$ cat config.mk
export PLATFORM = sky130hd
export DESIGN_NAME = cg_i2c_master
export DESIGN_NICKNAME = d
export VERILOG_FILES = /design/src/rtl/cg_i2c_master_pkg.sv /design/src/rtl/cg_i2c_master_tick.sv /design/src/rtl/cg_i2c_master.sv
export SDC_FILE = /design/constraint.sdc
export NUM_CORES = 1
export LEC_CHECK = 0
export ABC_AREA = 1
export BUFFER_PORTS_ARGS = -buffer_cell sky130_fd_sc_hd__buf_2
export CAP_MARGIN = 20
export CORE_MARGIN = 1.5
export CORE_UTILIZATION = 45
export CTS_BUF_LIST = sky130_fd_sc_hd__clkbuf_2 sky130_fd_sc_hd__clkbuf_4 sky130_fd_sc_hd__clkbuf_8
export CTS_CLUSTER_DIAMETER = 100
export DETAILED_ROUTE_END_ITERATION = 10
export HOLD_SLACK_MARGIN = 0.15
export PLACE_DENSITY_LB_ADDON = 0.12
export SLEW_MARGIN = 20
export SYNTH_ARGS = -nofsm -noshare
export SYNTH_HDL_FRONTEND = slang
export SYNTH_SLANG_ARGS = --single-unit
$ cat constraint.sdc
create_clock -name I_clk -period 3.09 [get_ports I_clk]
set_clock_uncertainty 0.15 [all_clocks]
set_input_delay 0.309 -clock I_clk [delete_from_list [all_inputs] [get_ports I_clk]]
set_output_delay 0.309 -clock I_clk [all_outputs]
set_load 0.02 [all_outputs]
$ cat src/rtl/cg_i2c_master_pkg.sv
// Shared types and helpers for the cg_i2c_master controller.
// Line-drive encoding: a 1 in pull_t means "pull the open-drain line low".
package cg_i2c_master_pkg;

    localparam int unsigned ADDR_W = 7;
    localparam int unsigned DATA_W = 24;
    localparam int unsigned NB_W   = 2;
    localparam int unsigned BIT_W  = 3;
    localparam int unsigned BYTE_W = 8;

    localparam logic ACK  = 1'b0;
    localparam logic NACK = 1'b1;

    typedef enum logic [3:0] {
        ST_IDLE,
        ST_START,
        ST_ADDR,
        ST_AACK,
        ST_WDATA,
        ST_WACK,
        ST_RDATA,
        ST_RACK,
        ST_STOP
    } state_t;

    typedef enum logic [1:0] {
        Q0,
        Q1,
        Q2,
        Q3
    } quarter_t;

    typedef struct packed {
        logic [ADDR_W-1:0] addr;
        logic              rw;
        logic [NB_W-1:0]   nbytes;
        logic [DATA_W-1:0] wdata;
    } cmd_t;

    typedef struct packed {
        logic scl;
        logic sda;
    } pull_t;

    // Left-align the N payload bytes so the first byte to send sits in [23:16].
    function automatic logic [DATA_W-1:0] align_wdata(logic [DATA_W-1:0] w, logic [NB_W-1:0] n);
        logic [DATA_W-1:0] r;
        case (n)
            2'd0:    r = '0;
            2'd1:    r = {w[7:0], 16'h0000};
            2'd2:    r = {w[15:0], 8'h00};
            default: r = w;
        endcase
        return r;
    endfunction

    // Line pull pattern for a given state/quarter.
    function automatic pull_t line_drive(state_t st, quarter_t q, logic tx_bit, logic last_byte);
        pull_t p;
        p = '{scl: 1'b0, sda: 1'b0};
        case (st)
            ST_START: begin
                p.sda = 1'b1;
                p.scl = (q != Q0);
            end
            ST_STOP: begin
                p.scl = (q == Q0);
                p.sda = (q == Q0) || (q == Q1);
            end
            ST_ADDR, ST_WDATA: begin
                p.scl = (q == Q0) || (q == Q1);
                p.sda = ~tx_bit;
            end
            ST_AACK, ST_WACK, ST_RDATA: begin
                p.scl = (q == Q0) || (q == Q1);
            end
            ST_RACK: begin
                p.scl = (q == Q0) || (q == Q1);
                p.sda = ~(last_byte ? NACK : ACK);
            end
            default: p = '{scl: 1'b0, sda: 1'b0};
        endcase
        return p;
    endfunction

endpackage

$ cat src/rtl/cg_i2c_master_tick.sv
// Quarter-bit tick generator: one pulse every CLK_DIV enabled cycles.
// The count freezes while hold is set so a slave can stretch SCL.
module cg_i2c_master_tick #(
    parameter int unsigned CLK_DIV = 25
) (
    input  logic clk,
    input  logic rst,
    input  logic clr,
    input  logic en,
    input  logic hold,
    output logic tick_c
);

    localparam int unsigned CNT_W = (CLK_DIV > 1) ? $clog2(CLK_DIV) : 1;

    logic [CNT_W-1:0] cnt;
    logic             at_end_c;

    assign at_end_c = (cnt == CNT_W'(CLK_DIV - 1));
    assign tick_c   = en && !hold && at_end_c;

    always_ff @(posedge clk) begin
        if (rst || clr) begin
            cnt <= '0;
        end else if (en && !hold) begin
            cnt <= at_end_c ? '0 : cnt + CNT_W'(1);
        end
    end

endmodule

$ cat src/rtl/cg_i2c_master.sv
// Single-master I2C controller: one command starts a START/addr/data/STOP
// transaction of 0..3 bytes; SCL/SDA are open-drain via output enables.
module cg_i2c_master
    import cg_i2c_master_pkg::*;
#(
    parameter int unsigned CLK_DIV = 25
) (
    input  logic              I_clk,
    input  logic              I_rst,
    input  logic              I_go,
    input  logic [ADDR_W-1:0] I_addr,
    input  logic              I_rw,
    input  logic [NB_W-1:0]   I_nbytes,
    input  logic [DATA_W-1:0] I_wdata,
    output logic [DATA_W-1:0] O_rdata,
    output logic              O_busy,
    output logic              O_done,
    output logic              O_nack,
    input  logic              I_scl,
    output logic              O_scl,
    output logic              OE_scl,
    input  logic              I_sda,
    output logic              O_sda,
    output logic              OE_sda
);

    state_t            state, state_n;
    quarter_t          q, q_n;
    logic [BIT_W-1:0]  bit_cnt, bit_cnt_n;
    logic [NB_W-1:0]   byte_cnt, byte_cnt_n;
    logic [BYTE_W-1:0] tx_sh, tx_sh_n;
    logic [DATA_W-1:0] wd_sh, wd_sh_n;
    logic              rw, rw_n;
    logic [DATA_W-1:0] rdata, rdata_n;
    logic              busy, busy_n;
    logic              done, done_n;
    logic              nack, nack_n;
    logic              oe_scl, oe_scl_n;
    logic              oe_sda, oe_sda_n;

    cmd_t              cmd_c;
    pull_t             pull_c;
    logic              accept_c;
    logic              tick_c;
    logic              bit_end_c;
    logic              hold_c;

    assign cmd_c = '{addr: I_addr, rw: I_rw, nbytes: I_nbytes, wdata: I_wdata};

    // Stretch: once SCL is released, wait for it to actually read high.
    assign hold_c = busy && !oe_scl && !I_scl;

    cg_i2c_master_tick #(
        .CLK_DIV (CLK_DIV)
    ) u_tick (
        .clk    (I_clk),
        .rst    (I_rst),
        .clr    (accept_c),
        .en     (busy),
        .hold   (hold_c),
        .tick_c (tick_c)
    );

    assign bit_end_c = tick_c && (q == Q3);

    always_comb begin
        state_n    = state;
        q_n        = q;
        bit_cnt_n  = bit_cnt;
        byte_cnt_n = byte_cnt;
        tx_sh_n    = tx_sh;
        wd_sh_n    = wd_sh;
        rw_n       = rw;
        rdata_n    = rdata;
        busy_n     = busy;
        done_n     = 1'b0;
        nack_n     = nack;
        accept_c   = 1'b0;

        if (tick_c) begin
            q_n = quarter_t'(q + 2'd1);
        end

        case (state)
            ST_IDLE: begin
                if (I_go && !busy) begin
                    accept_c   = 1'b1;
                    state_n    = ST_START;
                    q_n        = Q0;
                    bit_cnt_n  = '0;
                    byte_cnt_n = cmd_c.nbytes;
                    tx_sh_n    = {cmd_c.addr, cmd_c.rw};
                    wd_sh_n    = align_wdata(cmd_c.wdata, cmd_c.nbytes);
                    rw_n       = cmd_c.rw;
                    rdata_n    = '0;
                    nack_n     = 1'b0;
                    busy_n     = 1'b1;
                end
            end
            ST_START: begin
                if (tick_c && (q == Q1)) begin
                    state_n = ST_ADDR;
                    q_n     = Q0;
                end
            end
            ST_ADDR, ST_WDATA: begin
                if (bit_end_c) begin
                    bit_cnt_n = bit_cnt + BIT_W'(1);
                    tx_sh_n   = {tx_sh[BYTE_W-2:0], 1'b0};
                    if (bit_cnt == BIT_W'(7)) begin
                        state_n = (state == ST_ADDR) ? ST_AACK : ST_WACK;
                    end
                end
            end
            ST_RDATA: begin
                if (bit_end_c) begin
                    bit_cnt_n = bit_cnt + BIT_W'(1);
                    rdata_n   = {rdata[DATA_W-2:0], I_sda};
                    if (bit_cnt == BIT_W'(7)) begin
                        state_n = ST_RACK;
                    end
                end
            end
            ST_AACK: begin
                if (bit_end_c) begin
                    if (I_sda == NACK) begin
                        nack_n  = 1'b1;
                        state_n = ST_STOP;
                    end else if (byte_cnt == '0) begin
                        state_n = ST_STOP;
                    end else if (rw) begin
                        state_n = ST_RDATA;
                    end else begin
                        state_n = ST_WDATA;
                        tx_sh_n = wd_sh[DATA_W-1 -: BYTE_W];
                        wd_sh_n = {wd_sh[DATA_W-BYTE_W-1:0], 8'h00};
                    end
                end
            end
            ST_WACK: begin
                if (bit_end_c) begin
                    byte_cnt_n = byte_cnt - NB_W'(1);
                    if (I_sda == NACK) begin
                        nack_n  = 1'b1;
                        state_n = ST_STOP;
                    end else if (byte_cnt == NB_W'(1)) begin
                        state_n = ST_STOP;
                    end else begin
                        state_n = ST_WDATA;
                        tx_sh_n = wd_sh[DATA_W-1 -: BYTE_W];
                        wd_sh_n = {wd_sh[DATA_W-BYTE_W-1:0], 8'h00};
                    end
                end
            end
            ST_RACK: begin
                if (bit_end_c) begin
                    byte_cnt_n = byte_cnt - NB_W'(1);
                    state_n    = (byte_cnt == NB_W'(1)) ? ST_STOP : ST_RDATA;
                end
            end
            ST_STOP: begin
                if (tick_c && (q == Q2)) begin
                    state_n = ST_IDLE;
                    q_n     = Q0;
                    busy_n  = 1'b0;
                    done_n  = 1'b1;
                end
            end
            default: begin
                state_n = ST_IDLE;
                q_n     = Q0;
                busy_n  = 1'b0;
            end
        endcase

        pull_c   = line_drive(state_n, q_n, tx_sh_n[BYTE_W-1], byte_cnt_n == NB_W'(1));
        oe_scl_n = pull_c.scl;
        oe_sda_n = pull_c.sda;
    end

    always_ff @(posedge I_clk) begin
        if (I_rst) begin
            state    <= ST_IDLE;
            q        <= Q0;
            bit_cnt  <= '0;
            byte_cnt <= '0;
            tx_sh    <= '0;
            wd_sh    <= '0;
            rw       <= 1'b0;
            rdata    <= '0;
            busy     <= 1'b0;
            done     <= 1'b0;
            nack     <= 1'b0;
            oe_scl   <= 1'b0;
            oe_sda   <= 1'b0;
        end else begin
            state    <= state_n;
            q        <= q_n;
            bit_cnt  <= bit_cnt_n;
            byte_cnt <= byte_cnt_n;
            tx_sh    <= tx_sh_n;
            wd_sh    <= wd_sh_n;
            rw       <= rw_n;
            rdata    <= rdata_n;
            busy     <= busy_n;
            done     <= done_n;
            nack     <= nack_n;
            oe_scl   <= oe_scl_n;
            oe_sda   <= oe_sda_n;
        end
    end

    assign O_rdata = rdata;
    assign O_busy  = busy;
    assign O_done  = done;
    assign O_nack  = nack;
    assign OE_scl  = oe_scl;
    assign OE_sda  = oe_sda;
    assign O_scl   = 1'b0;
    assign O_sda   = 1'b0;

endmodule

Word-level counts from Yosys, hierarchy flattened --
Cells that the tools add are included.
Cells by class: add/sub/neg operators 4, equal/unequal tests 40, mux-type cells 66, bitwise gates (word level) 4, reduce and logical (&&, ||, !) cells 40
Operators with widths (count):
- $mux 24 | 10
- $pmux 24 s3 | 2
- $mux 8 | 9
- $mux 4 | 15
- $pmux 24 s2 | 1
- $eq 4x3->1 const B | 8
- $pmux 4 s8 | 1
- $pmux 8 s4 | 1
- $ne 2x2->1 const B | 11
- $eq 4x2->1 const B | 4
- $mux 2 | 7
- $reduce_or 6->1 | 2
- $eq 2x1->1 const B | 5
- $reduce_and 10->1 | 1
- $reduce_or 2->1 | 5
- $mux 1 | 9
- $mux 3 | 3
- $reduce_and 3->1 | 3
- $reduce_and 9->1 | 1
- $eq 4x1->1 const B | 2
- $eq 4x4->1 const B | 2
- $logic_and 1x1->1 | 8
- $pmux 2 s4 | 1
- $reduce_bool 2->1 | 4
- 25 further kinds | 39
Word-level totals: bits in registers 78, input port bits 39, output and inout port bits 31, word-level logic and storage cells 169

Depth between registers and ports, before layout --
Gate-level depths: netlist of run 1.
word-level depth 13, gate-level depth with buffers 14, mapped depth without buffers 14

Cells and area by module --
From an unflattened synthesis of run 1, not the netlist that was laid out.
Second synthesis, totals: cell total of the unflattened synthesis 638, area, all modules 4296.6 um2
Modules (own cells, without submodules):
- cg_i2c_master | times used 1, cells each 595, area each 4010.1 um2, seq. area each 1461.4 um2
- cg_i2c_master_tick | times used 1, cells each 43, area each 286.5 um2, seq. area each 100.1 um2

Worst setup path after synthesis of run 1 --
No wires, ideal clock.
path type flip-flop to flip-flop, start register u_tick.cnt[0], end register oe_sda, in the netlist OE_sda, library setup time 0.128 ns, arrival 1.649 ns, setup slack 1.163 ns, stages on the path, launching flop included 15, path buffers 1, cells stage by stage dfxtp_1 -> inv_1 -> ha_1 -> nand2_1 -> nor2_8 -> nand2_2 -> nor2_4 -> buf_4 -> nand2_1 -> nand2_1 -> nand4_1 -> nand3_1 -> nand3_1 -> nor2_1 -> nor2_1
Between the ends: word-level cells in the longest chain between the ends 9, elaborated cells between the ends (all ways) 38
Ends and longest elaborated chain:
- start, declared | RTL line cg_i2c_master_tick.sv:16 | logic [CNT_W-1:0] cnt;
- start signal, assigned | RTL line cg_i2c_master_tick.sv:26 | cnt <= at_end_c ? '0 : cnt + CNT_W'(1);
- $eq 5x5->1 (*) | RTL line cg_i2c_master_tick.sv:19 | assign at_end_c = (cnt == CNT_W'(CLK_DIV - 1));
- $logic_and 1x1->1 (*) | RTL line cg_i2c_master_tick.sv:20 | assign tick_c = en && !hold && at_end_c;
- parallel branches: the longest is 6 deep, another holds $pmux 4 s8
- $pmux 1 s4 (*) | RTL line cg_i2c_master_pkg.sv:61 | case (st)
- end signal, assigned | RTL line cg_i2c_master.sv:209 | oe_sda <= oe_sda_n;
- end, declared | RTL line cg_i2c_master.sv:39 | logic oe_sda, oe_sda_n;
Every way passes the cells marked *. The select of a mux whose other input is x is not followed. A chain may end at the register's enable or synchronous reset.

Worst setup path after layout of run 1 --
start register busy, in the netlist O_busy, end register wd_sh[19]
Between the ends: word-level cells in the longest chain between the ends 8, elaborated cells between the ends (all ways) 12
Ends and longest elaborated chain:
- start, declared | RTL line cg_i2c_master.sv:35 | logic busy, busy_n;
- start signal, assigned | RTL line cg_i2c_master.sv:205 | busy <= busy_n;
- $logic_and 1x1->1 (2 in a row) | RTL line cg_i2c_master.sv:51 | assign hold_c = busy && !oe_scl && !I_scl;
- $logic_not 1->1 | RTL line cg_i2c_master_tick.sv:20
- $logic_and 1x1->1 (2 in a row) | RTL line cg_i2c_master_tick.sv:20
- $logic_and 1x1->1 | RTL line cg_i2c_master.sv:64 | assign bit_end_c = tick_c && (q == Q3);
- $ne 2x2->1 (no line)
- $reduce_and 9->1 (no line) (*)
- end signal, assigned | RTL line cg_i2c_master.sv:202 | wd_sh <= wd_sh_n;
- end, declared | RTL line cg_i2c_master.sv:32 | logic [DATA_W-1:0] wd_sh, wd_sh_n;
Mark *: on every way between the ends. The rest lies on a longest branch, timed or not.

==> results of run 1 <==
state kept, by name, summed over array words and instances (netlist names):
register and count:
O_nack 1, O_rdata 24, bit_cnt 3, q 2, u_tick.cnt 5, state 4
rw 1, OE_scl 1, tx_sh 8, O_done 1, byte_cnt 2, O_busy 1
wd_sh 24, OE_sda 1
metrics by stage:
step / total power [µW] / cell area (µm²)
floorplan: 1450 / 4010
global placement: 1570 / 4380
detailed placement: 1570 / 4380
CTS: 2370 / 4710
global route: 2490 / 4710
finish: 2350 / 4710
final timing paths:
check / start / endpoint / slack [ns] / depth (start not counted)
worst max-delay path: O_busy$_SDFFE_PP0P_ / wd_sh[19]$_SDFFE_PP0P_ / 0.70 / 9
worst min-delay path: I_sda / O_rdata[0]$_SDFFE_PP0P_ / 0.18 / 3
worst max register to register: O_busy$_SDFFE_PP0P_ / wd_sh[19]$_SDFFE_PP0P_ / 0.70 / 9
worst min register to register: wd_sh[18]$_SDFFE_PP0P_ / wd_sh[18]$_SDFFE_PP0P_ / 0.30 / 2
kinds of logic after synthesis:
group,after synthesis
buffers and inverters,87
and+or+nand+nor,240
DFF,78
xor gates and xnor gates,1
AOI/OAI and AO/OA,154
other,1
adders and majority gates,9
cells in the mapped netlist (5+ instances only):
| master | number | area, µm² |
|---|---|---|
| inv_2 | 5 | 18.8 |
| a31oi_1 | 22 | 138 |
| nand2_1 | 117 | 439 |
| nand4_1 | 14 | 87.6 |
| nand3_1 | 26 | 130 |
| a21oi_1 | 48 | 240 |
| ha_1 | 9 | 113 |
| o21ai_1 | 5 | 25.0 |
| dfxtp_1 | 78 | 1560 |
| clkbuf_1 | 18 | 67.6 |
| o21ai_0 | 55 | 275 |
| o22ai_1 | 10 | 62.6 |
| inv_1 | 52 | 195 |
| nand2_2 | 5 | 31.3 |
| buf_2 | 5 | 25.0 |
| nor2_1 | 57 | 214 |
| nor2_2 | 5 | 31.3 |
| a22oi_1 | 8 | 60.1 |
worst max-delay path: stages (launching register included):
cell and delay (ns):
dfxtp_1 0.33, inv_1 0.08, nor2_2 0.46, nand3_4 0.25, nand2_4 0.14, nand4_4 0.11
nor2_4 0.27, buf_4 0.24, o21ai_0 0.09, a31oi_1 0.18
layout make-up:
| type | count | share of cell area, % |
|---|---|---|
| Multi-Input combinational cell | 406 | 44.1 |
| Tap cell | 108 | 2.87 |
| Sequential cell | 78 | 33.1 |
| Timing Repair Buffer | 87 | 11.0 |
| Clock buffer | 9 | 2.63 |
| Inverter | 57 | 4.54 |
| Clock inverter | 7 | 1.70 |
routing by layer:
metal	wire [µm]	vias to the layer above	GRT usage [%]
met1	4450	1802	27.0
li1	-	2056	-
met4	104	0	5.49
met2	4900	105	37.2
met3	456	10	3.81
met5	0	-	0
repair_timing:
action	in CTS	in global routing
hold buffers	13	0
endpoints found under the hold margin	14	0
setup endpoints to repair	0	0
gates resized for setup	0	0
power by group:
group	total, µW	internal (µW)	switching [µW]
combinational	428	152	276
sequential	1140	1090	47.6
clock	788	386	402
==> flow_metrics.env, run 1 <==
export IMPL_status="finished, final reports clean"
export IMPL_cts_tree="built"
export IMPL_initial_core_util_pct=46.2
export IMPL_cts_buffer_depth=2
export IMPL_fmax_mhz=419
export IMPL_wl_per_cell_um=13.2
export IMPL_p_per_area_nw_per_um2=499
export IMPL_fin_util_pct=54.3
export IMPL_vias=3973
export IMPL_grt_pass1_vias=3641
export IMPL_io_pins=70
export IMPL_dieArea_um2=9480
export IMPL_synthArstFlopShare_pct=0
export IMPL_wirelength_mm=9.91
export IMPL_finalWorstSetupSlack_ns=0.704
export IMPL_muxShareOfSynthArea_pct=0
export IMPL_drt_iter0_drc=170
export IMPL_dp_cells=723
export IMPL_dieHeight_um=97.4
export IMPL_h_tree_depth=3
export IMPL_final_common_cell="nand2_1"
export IMPL_relSlewSlack_pct=37.7
export IMPL_drive_gt1_share_pct=17.9
export IMPL_ant_nets=0
export IMPL_hp_class="primary input to flip-flop"
export IMPL_whs_ns=0.176
export IMPL_clock_latency_ns=0.34
export IMPL_port_buffers=67
export IMPL_syn_to_final_growth_pct=17.6
export IMPL_min_period_over_period_pct=77.2
export IMPL_final_cell_mix="nand2_1, dfxtp_1, buf_2, nor2_1, o21ai_0"
export IMPL_path_clk_slew_ns=0.09
export IMPL_critPathLaunchType="flip-flop"
export IMPL_cts_inserted_buffers=9
export IMPL_setup_tns_ns=0
export IMPL_synthAdderAreaFrac_pct=2.81
export IMPL_synthSimpleGateAreaFrac_pct=27.4
export IMPL_hpwlAfterDp_mm=7.13
export IMPL_cts_root_buffer="clkbuf_8"
export IMPL_avgSynthCellArea_um2=7.03
export IMPL_postCtsSetupRepairBufs=0
export IMPL_path_class="flip-flop to flip-flop"
export IMPL_yosys_warnings=0
export IMPL_synth_distinct_cells=35
export IMPL_dpl_worst_slack_ns=0.690
export IMPL_clock_sinks=78
export IMPL_grt_max_degree=42
export IMPL_finalHoldViolations=0
export IMPL_seq_area_frac_synth_pct=39.0
export IMPL_drv_slew=0
export IMPL_synth_xor_area_share_pct=0.218
export IMPL_antennaDiodeCount=0
export IMPL_irDropWorstVdd_v=0.000262
export IMPL_antenna_found_initial=0
export IMPL_gp_congestion=0.925
export IMPL_synth_compound_area_share_pct=21.3
export IMPL_maxCapViolCount=0
export IMPL_synth_top_family_by_area="simple AND/OR/NAND/NOR gates"
export IMPL_rsz0062_at_grt="no"
export IMPL_stdcell_count=752
export IMPL_arrival_ns=2.50
export IMPL_viasPerCell=5.28
export IMPL_total_leakage_power_uw=0.00210
export IMPL_grt_usage_pct=21.3
export IMPL_synth_area_um2=4010
export IMPL_syn_inst=570
export IMPL_min_period_ns=2.39
export IMPL_worstPathMaxFanout=15
export IMPL_ys_flop_type="dfxtp_1"
export IMPL_multi_input_area_um2=2080
export IMPL_tightest_slew_ns=0.928
export IMPL_num_rows=34
export IMPL_setup_viol=0
export IMPL_end_kind="flip-flop"
export IMPL_nets=687
export IMPL_drt_pass1_iterations=5
export IMPL_final_seq_area_um2=1560
export IMPL_ys_ff_latch=78
export IMPL_cp_data_required_time_ns=3.21
export IMPL_grt_first_pass_wirelength_mm=16.8
export IMPL_fillers=872
export IMPL_overflow=0
export IMPL_core_area_um2=8680
export IMPL_die_x_um=97.4
export IMPL_drc=0
export IMPL_synth_edf_count=0
Power figures use the tool's default switching activity.
==> run 2: changes to the inputs <==
--- a/config.mk
+++ b/config.mk
@@ -5,7 +5,7 @@
 export SDC_FILE = /design/constraint.sdc
 export NUM_CORES = 1
 export LEC_CHECK = 0
-export ABC_AREA = 1
+export ABC_AREA = 0
 export BUFFER_PORTS_ARGS = -buffer_cell sky130_fd_sc_hd__buf_2
 export CAP_MARGIN = 20
 export CORE_MARGIN = 1.5
==> constraint.sdc (replaced) <==
create_clock -name I_clk -period 2.1 [get_ports I_clk]
set_clock_uncertainty 0.15 [all_clocks]
set_input_delay 0.21 -clock I_clk [delete_from_list [all_inputs] [get_ports I_clk]]
set_output_delay 0.21 -clock I_clk [all_outputs]
set_load 0.02 [all_outputs]
==> flow_metrics.env, run 2 <==
export IMPL_status="finished with violations"
export IMPL_violations="negative setup slack"
export IMPL_wl_per_cell_um=17.1
export IMPL_slowest_stage="or4_4"
export IMPL_dieHeight_um=96.3
export IMPL_setup_viol=59
export IMPL_whs_ns=0.180
export IMPL_path_class="flip-flop to flip-flop"
export IMPL_worstPathMaxFanout=3
export IMPL_crit_chain="inv_2, ha_4, and4b_2, a32oi_2, maj3_2, or4_4, a2111o_1, nand3_1"
export IMPL_io_pins=70
export IMPL_antennaDiodeCount=0
export IMPL_grt_max_degree=40
export IMPL_arrival_ns=2.47
export IMPL_crit_family="simple AND/OR/NAND/NOR gates"
export IMPL_maxCapViolCount=0
export IMPL_viasPerCell=5.87
export IMPL_relSlewSlack_pct=64.1
export IMPL_p_per_area_nw_per_um2=556
export IMPL_ys_top_cells_by_count="dfxtp_1, nand2_1, a21oi_1, nor2_1, nand3_1"
export IMPL_hpwlAfterDp_mm=7.32
export IMPL_ys_flop_type="dfxtp_1"
export IMPL_initial_core_util_pct=47.0
export IMPL_ys_ff_latch=78
export IMPL_cp_buffers_inverters=1
export IMPL_min_to="O_rdata[0]$_SDFFE_PP0P_"
export IMPL_fmax_mhz=431
export IMPL_cts_inserted_buffers=9
export IMPL_final_cell_mix="dfxtp_1, buf_2, buf_4, nand2_1, nor2_1"
export IMPL_core_area_um2=8340
export IMPL_r2r_start="u_tick.cnt[0]$_SDFFE_PP0P_"
export IMPL_clock_sinks=78
export IMPL_overflow=0
export IMPL_clock_latency_ns=0.36
export IMPL_r2r_setup_slack_ns=-0.22
export IMPL_tightest_slew_ns=0.538
export IMPL_setup_tns_ns=-6.15
export IMPL_rsz0062_at_grt="yes"
export IMPL_cpPeakStageDelay_ns=0.46
export IMPL_dp_cells=670
export IMPL_synth_distinct_cells=60
export IMPL_synth_area_leader_cell="dfxtp_1"
export IMPL_grt_pass1_vias=3812
export IMPL_die_x_um=96.3
export IMPL_synthArstFlopShare_pct=0
export IMPL_cts_root_buffer="clkbuf_8"
export IMPL_yosys_warnings=0
export IMPL_min_period_ns=2.32
export IMPL_finalHoldViolations=0
export IMPL_drv_slew=0
export IMPL_hold_depth=4
export IMPL_h_tree_depth=3
export IMPL_cp_data_required_time_ns=2.25
export IMPL_r2r_end="OE_sda$_SDFF_PP0_"
export IMPL_post_synth_top_area_fraction_pct=39.8
export IMPL_ant_nets=0
export IMPL_critPathLaunchType="flip-flop"
export IMPL_path_depth=8
export IMPL_synth_area_top_cells="dfxtp_1, a21oi_1, nand2_1"
export IMPL_num_rows=33
export IMPL_syn_inst=477
export IMPL_min_period_over_period_pct=111
export IMPL_drt_pass1_iterations=5
export IMPL_fillers=639
export IMPL_cts_buffer_depth=2
export IMPL_grt_first_pass_wirelength_mm=18.1
export IMPL_drive_gt1_share_pct=47.0
export IMPL_min_from="I_sda"
export IMPL_finalWorstSetupSlack_ns=-0.221
export IMPL_irDropWorstVdd_v=0.000438
export IMPL_fin_util_pct=72.2
export IMPL_cts_tree="built"
export IMPL_ff2ff_path_depth=8
export IMPL_gp_congestion=0.886
export IMPL_seq_area_frac_synth_pct=39.8
export IMPL_drt_iter0_drc=212
export IMPL_syn_to_final_growth_pct=53.6
export IMPL_nets=664
export IMPL_hp_class="primary input to flip-flop"
export IMPL_vias=4261
export IMPL_stdcell_count=726
export IMPL_wirelength_mm=12.4
export IMPL_synth_area_um2=3920
export IMPL_drc=0
export IMPL_end_kind="flip-flop"
export IMPL_port_buffers=67
export IMPL_total_leakage_power_uw=0.00234
export IMPL_antenna_found_initial=0
export IMPL_dieArea_um2=9280
export IMPL_path_clk_slew_ns=0.09
export IMPL_yosysMostFrequentCell="dfxtp_1"
export IMPL_avgSynthCellArea_um2=8.22
export IMPL_grt_usage_pct=25.2
export IMPL_final_common_cell="dfxtp_1"
export IMPL_synth_edf_count=0
export IMPL_totalPowerFinal_uw=3350
==> run 2: changes by cell type in the layout (fill, tap and decap cells not counted), sizes merged, moves of 8 or more <==
cell and delta:
a221o +8, a311oi +9, a31oi -11, and2 +8, buf +71, inv -47, mux2 +15, nand2 -62
nand3 +9, nand4 -12, nor2 -23, o211ai +9, o21ai -55, o22ai -10
==> run 2: final cells by class <==
type / count / area [µm²] / share of cell area (%)
clock buffers: 9 / 124 / 2.06
clock inverters: 7 / 63.8 / 1.06
inverters: 9 / 33.8 / 0.561
multi-input cells: 350 / 2760 / 45.8
flip-flops and latches: 78 / 1570 / 26.1
well taps: 105 / 131 / 2.18
repair buffers: 168 / 1340 / 22.2
==> run 2: logic make-up after synthesis <==
group / synth area share (%)
other cells: 0.0957
buf+inv: 5.36
flops: 39.8
compound gates: 22.4
fa+ha+maj: 3.16
mux: 4.57
xor+xnor: 1.56
simple gates: 23.1
==> run 2: timing repair <==
item,in CTS,in global routing
gates resized for setup,32,117
endpoints found under the setup margin,57,63
gates cloned,4,3
hold endpoints to repair,27,0
hold buffers,20,0
buffers inserted,11,8
pin swaps,19,53
==> run 2: per-layer routing <==
metal / vias to the layer above / track usage (%) / part of all wire [%]
met3: 17 / 3.48 / 4.2
met5: - / 0 / 0
met2: 123 / 43.0 / 51
met1: 2086 / 32.4 / 44
li1: 2035 / - / -
met4: 0 / 8.70 / 1.1
==> run 2: report_power, final <==
part           internal (µW)  total (µW)  switching [µW]
logic                    329         683             353
clock network            456        1090             639
registers               1530        1570            42.2
total                   2310        3350            1030
==> run 2: worst max-delay path by stage <==
stage | slack [ns] | from | end
after global placement | -0.26 | u_tick.cnt[1]$_SDFFE_PP0P_ | OE_sda$_SDFF_PP0_
after CTS | -0.23 | u_tick.cnt[0]$_SDFFE_PP0P_ | OE_sda$_SDFF_PP0_
after floorplan | -0.30 | u_tick.cnt[1]$_SDFFE_PP0P_ | OE_sda$_SDFF_PP0_
after global routing | -0.30 | u_tick.cnt[0]$_SDFFE_PP0P_ | OE_sda$_SDFF_PP0_
after detailed placement | -0.31 | u_tick.cnt[1]$_SDFFE_PP0P_ | OE_sda$_SDFF_PP0_
final | -0.22 | u_tick.cnt[0]$_SDFFE_PP0P_ | OE_sda$_SDFF_PP0_
==> run 2: per-stage QoR <==
stage               worst slack [ns]  area [µm²]
floorplan                     -0.298        3990
global placement              -0.261        4770
detailed placement            -0.310        4770
CTS                           -0.230        5510
global route                  -0.305        6020
finish                        -0.221        6020
==> run 2: worst register-to-register path, cell delays in order (launching register included) <==
cell      delay, ns
dfxtp_2        0.33
inv_2          0.07
ha_4           0.13
and4b_2        0.25
a32oi_2        0.10
maj3_2         0.30
or4_4          0.46
a2111o_1       0.41
nand3_1        0.08
==> run 3: changes to the inputs <==
--- a/config.mk
+++ b/config.mk
@@ -8,8 +8,10 @@
 export ABC_AREA = 0
 export BUFFER_PORTS_ARGS = -buffer_cell sky130_fd_sc_hd__buf_2
 export CAP_MARGIN = 20
+export CELL_PAD_IN_SITES_DETAIL_PLACEMENT = 0
+export CELL_PAD_IN_SITES_GLOBAL_PLACEMENT = 1
 export CORE_MARGIN = 1.5
-export CORE_UTILIZATION = 45
+export CORE_UTILIZATION = 39
 export CTS_BUF_LIST = sky130_fd_sc_hd__clkbuf_2 sky130_fd_sc_hd__clkbuf_4 sky130_fd_sc_hd__clkbuf_8
 export CTS_CLUSTER_DIAMETER = 100
 export DETAILED_ROUTE_END_ITERATION = 10
==> flow_metrics.env, run 3 (synthesis gave the netlist of run 2 again) <==
export IMPL_maxCapViolCount=0
export IMPL_grt_max_degree=40
export IMPL_fillers=900
export IMPL_setup_tns_ns=-3.81
export IMPL_dpl_worst_slack_ns=-0.358
export IMPL_min_period_ns=2.33
export IMPL_p_per_area_nw_per_um2=554
export IMPL_vias=4068
export IMPL_nets=670
export IMPL_fmax_mhz=429
export IMPL_hp_class="primary input to flip-flop"
export IMPL_antennaDiodeCount=0
export IMPL_arrival_ns=2.47
export IMPL_final_common_cell="dfxtp_1"
export IMPL_clock_latency_ns=0.35
export IMPL_drv_slew=0
export IMPL_cp_buffers_inverters=1
export IMPL_fin_util_pct=60.4
export IMPL_crit_family="simple AND/OR/NAND/NOR gates"
export IMPL_whs_ns=0.190
export IMPL_min_period_over_period_pct=111
export IMPL_overflow=0
export IMPL_grt_pass1_vias=3619
export IMPL_num_rows=36
export IMPL_worstPathMaxFanout=3
export IMPL_critPathLaunchType="flip-flop"
export IMPL_viasPerCell=5.35
export IMPL_relSlewSlack_pct=61.6
export IMPL_cts_inserted_buffers=9
export IMPL_totalPowerFinal_uw=3270
export IMPL_ant_nets=0
export IMPL_clock_sinks=78
export IMPL_syn_to_final_growth_pct=50.8
export IMPL_total_leakage_power_uw=0.00236
export IMPL_drt_pass1_iterations=4
export IMPL_finalHoldViolations=0
export IMPL_tightest_slew_ns=0.570
export IMPL_h_tree_depth=3
export IMPL_cts_buffer_depth=2
export IMPL_port_buffers=67
export IMPL_grt_usage_pct=20.5
export IMPL_dieHeight_um=103
export IMPL_hpwlAfterDp_mm=7.50
export IMPL_setup_viol=55
export IMPL_drc=0
export IMPL_gp_congestion=0.836
export IMPL_antenna_found_initial=0
export IMPL_core_area_um2=9770
export IMPL_crit_chain="buf_4, ha_1, nor2_1, o32ai_4, or4_4, a2111o_1, nand3_2"
export IMPL_wl_per_cell_um=15.3
export IMPL_final_cell_mix="dfxtp_1, buf_2, buf_4, nand2_1, a21oi_1"
export IMPL_status="finished with violations"
export IMPL_dieArea_um2=10700
export IMPL_path_class="flip-flop to flip-flop"
export IMPL_cts_tree="built"
export IMPL_path_clk_slew_ns=0.08
export IMPL_grt_first_pass_wirelength_mm=17.4
export IMPL_io_pins=70
export IMPL_cpPeakStageDelay_ns=0.56
export IMPL_slowest_stage="or4_4"
export IMPL_violations="negative setup slack"
export IMPL_end_kind="flip-flop"
export IMPL_drt_iter0_drc=235
export IMPL_drive_gt1_share_pct=40.2
export IMPL_initial_core_util_pct=40.1
export IMPL_die_x_um=103
export IMPL_rsz0062_at_grt="yes"
export IMPL_cp_data_required_time_ns=2.24
export IMPL_wirelength_mm=11.6
export IMPL_cts_root_buffer="clkbuf_8"
export IMPL_finalWorstSetupSlack_ns=-0.230
export IMPL_irDropWorstVdd_v=0.000434
==> run 3: changes by cell type in the layout (fill, tap and decap cells not counted), moves of 3 or more <==
cell and change:
buf_4 +6, nand3_4 -7, a21oi_1 +21, nor2_2 -3, and2_4 -3, a311oi_1 +3
nand3_2 -15, a21oi_2 -22, nand3_1 +22, clkbuf_16 +4, a311oi_2 -3, and2_1 +3
==> run 3: worst paths after layout <==
kind                            start                       end  slack [ns]  cells after the start
max            byte_cnt[0]$_SDFF_PP0_         OE_sda$_SDFF_PP0_       -0.23                      7
min                         I_addr[6]         OE_sda$_SDFF_PP0_        0.19                      4
max reg2reg    byte_cnt[0]$_SDFF_PP0_         OE_sda$_SDFF_PP0_       -0.23                      7
min reg2reg  O_rdata[23]$_SDFFE_PP0P_  O_rdata[23]$_SDFFE_PP0P_        0.31                      2
==> run 3: tightest hold or removal path, cell delays in order <==
cell and delay, ns:
buf_2 0.10, a21o_1 0.14, a2111o_1 0.14, nand3_2 0.05
==> run 3: per-layer routing <==
metal  global-route usage, %  up-vias  part of all wire (%)
li1                        -     2038                     -
met1                    28.8     1921                    47
met2                    33.1       97                    48
met3                    2.96       12                   3.6
met4                    5.72        0                   1.0
met5                       0        -                     0
==> run 3: final cells by class <==
type                       count  area [µm²]  area share [%]
timing repair buffer         174        1430            24.1
clock inverter                 7        57.6           0.974
inverter                       9        33.8           0.572
sequential                    78        1570            26.6
multi-input combinational    350        2530            42.8
tap                          133         166            2.82
clock buffer                   9         124            2.10
==> run 3: power breakdown <==
group          internal, µW  leakage, µW  switching (µW)
Clock                   443    0.0000877             602
Sequential             1530     0.000636            36.3
Combinational           336      0.00164             328
==> run 3: repair_timing <==
item                                    in CTS  in global routing
buffers inserted                             3                  9
hold endpoints to repair                    30                  0
gates cloned                                 0                  8
resized for setup                           16                 69
pin swaps                                    9                 34
hold buffers                                19                  0
endpoints found under the setup margin      38                 50
==> run 3: per-stage QoR <==
stage | cell area (µm²) | cells
final | 5910 | 760
after global routing | 5910 | 760
after CTS | 5310 | 744
after detailed placement | 4850 | 706
after global placement | 4850 | 706
after floorplan | 3990 | 478
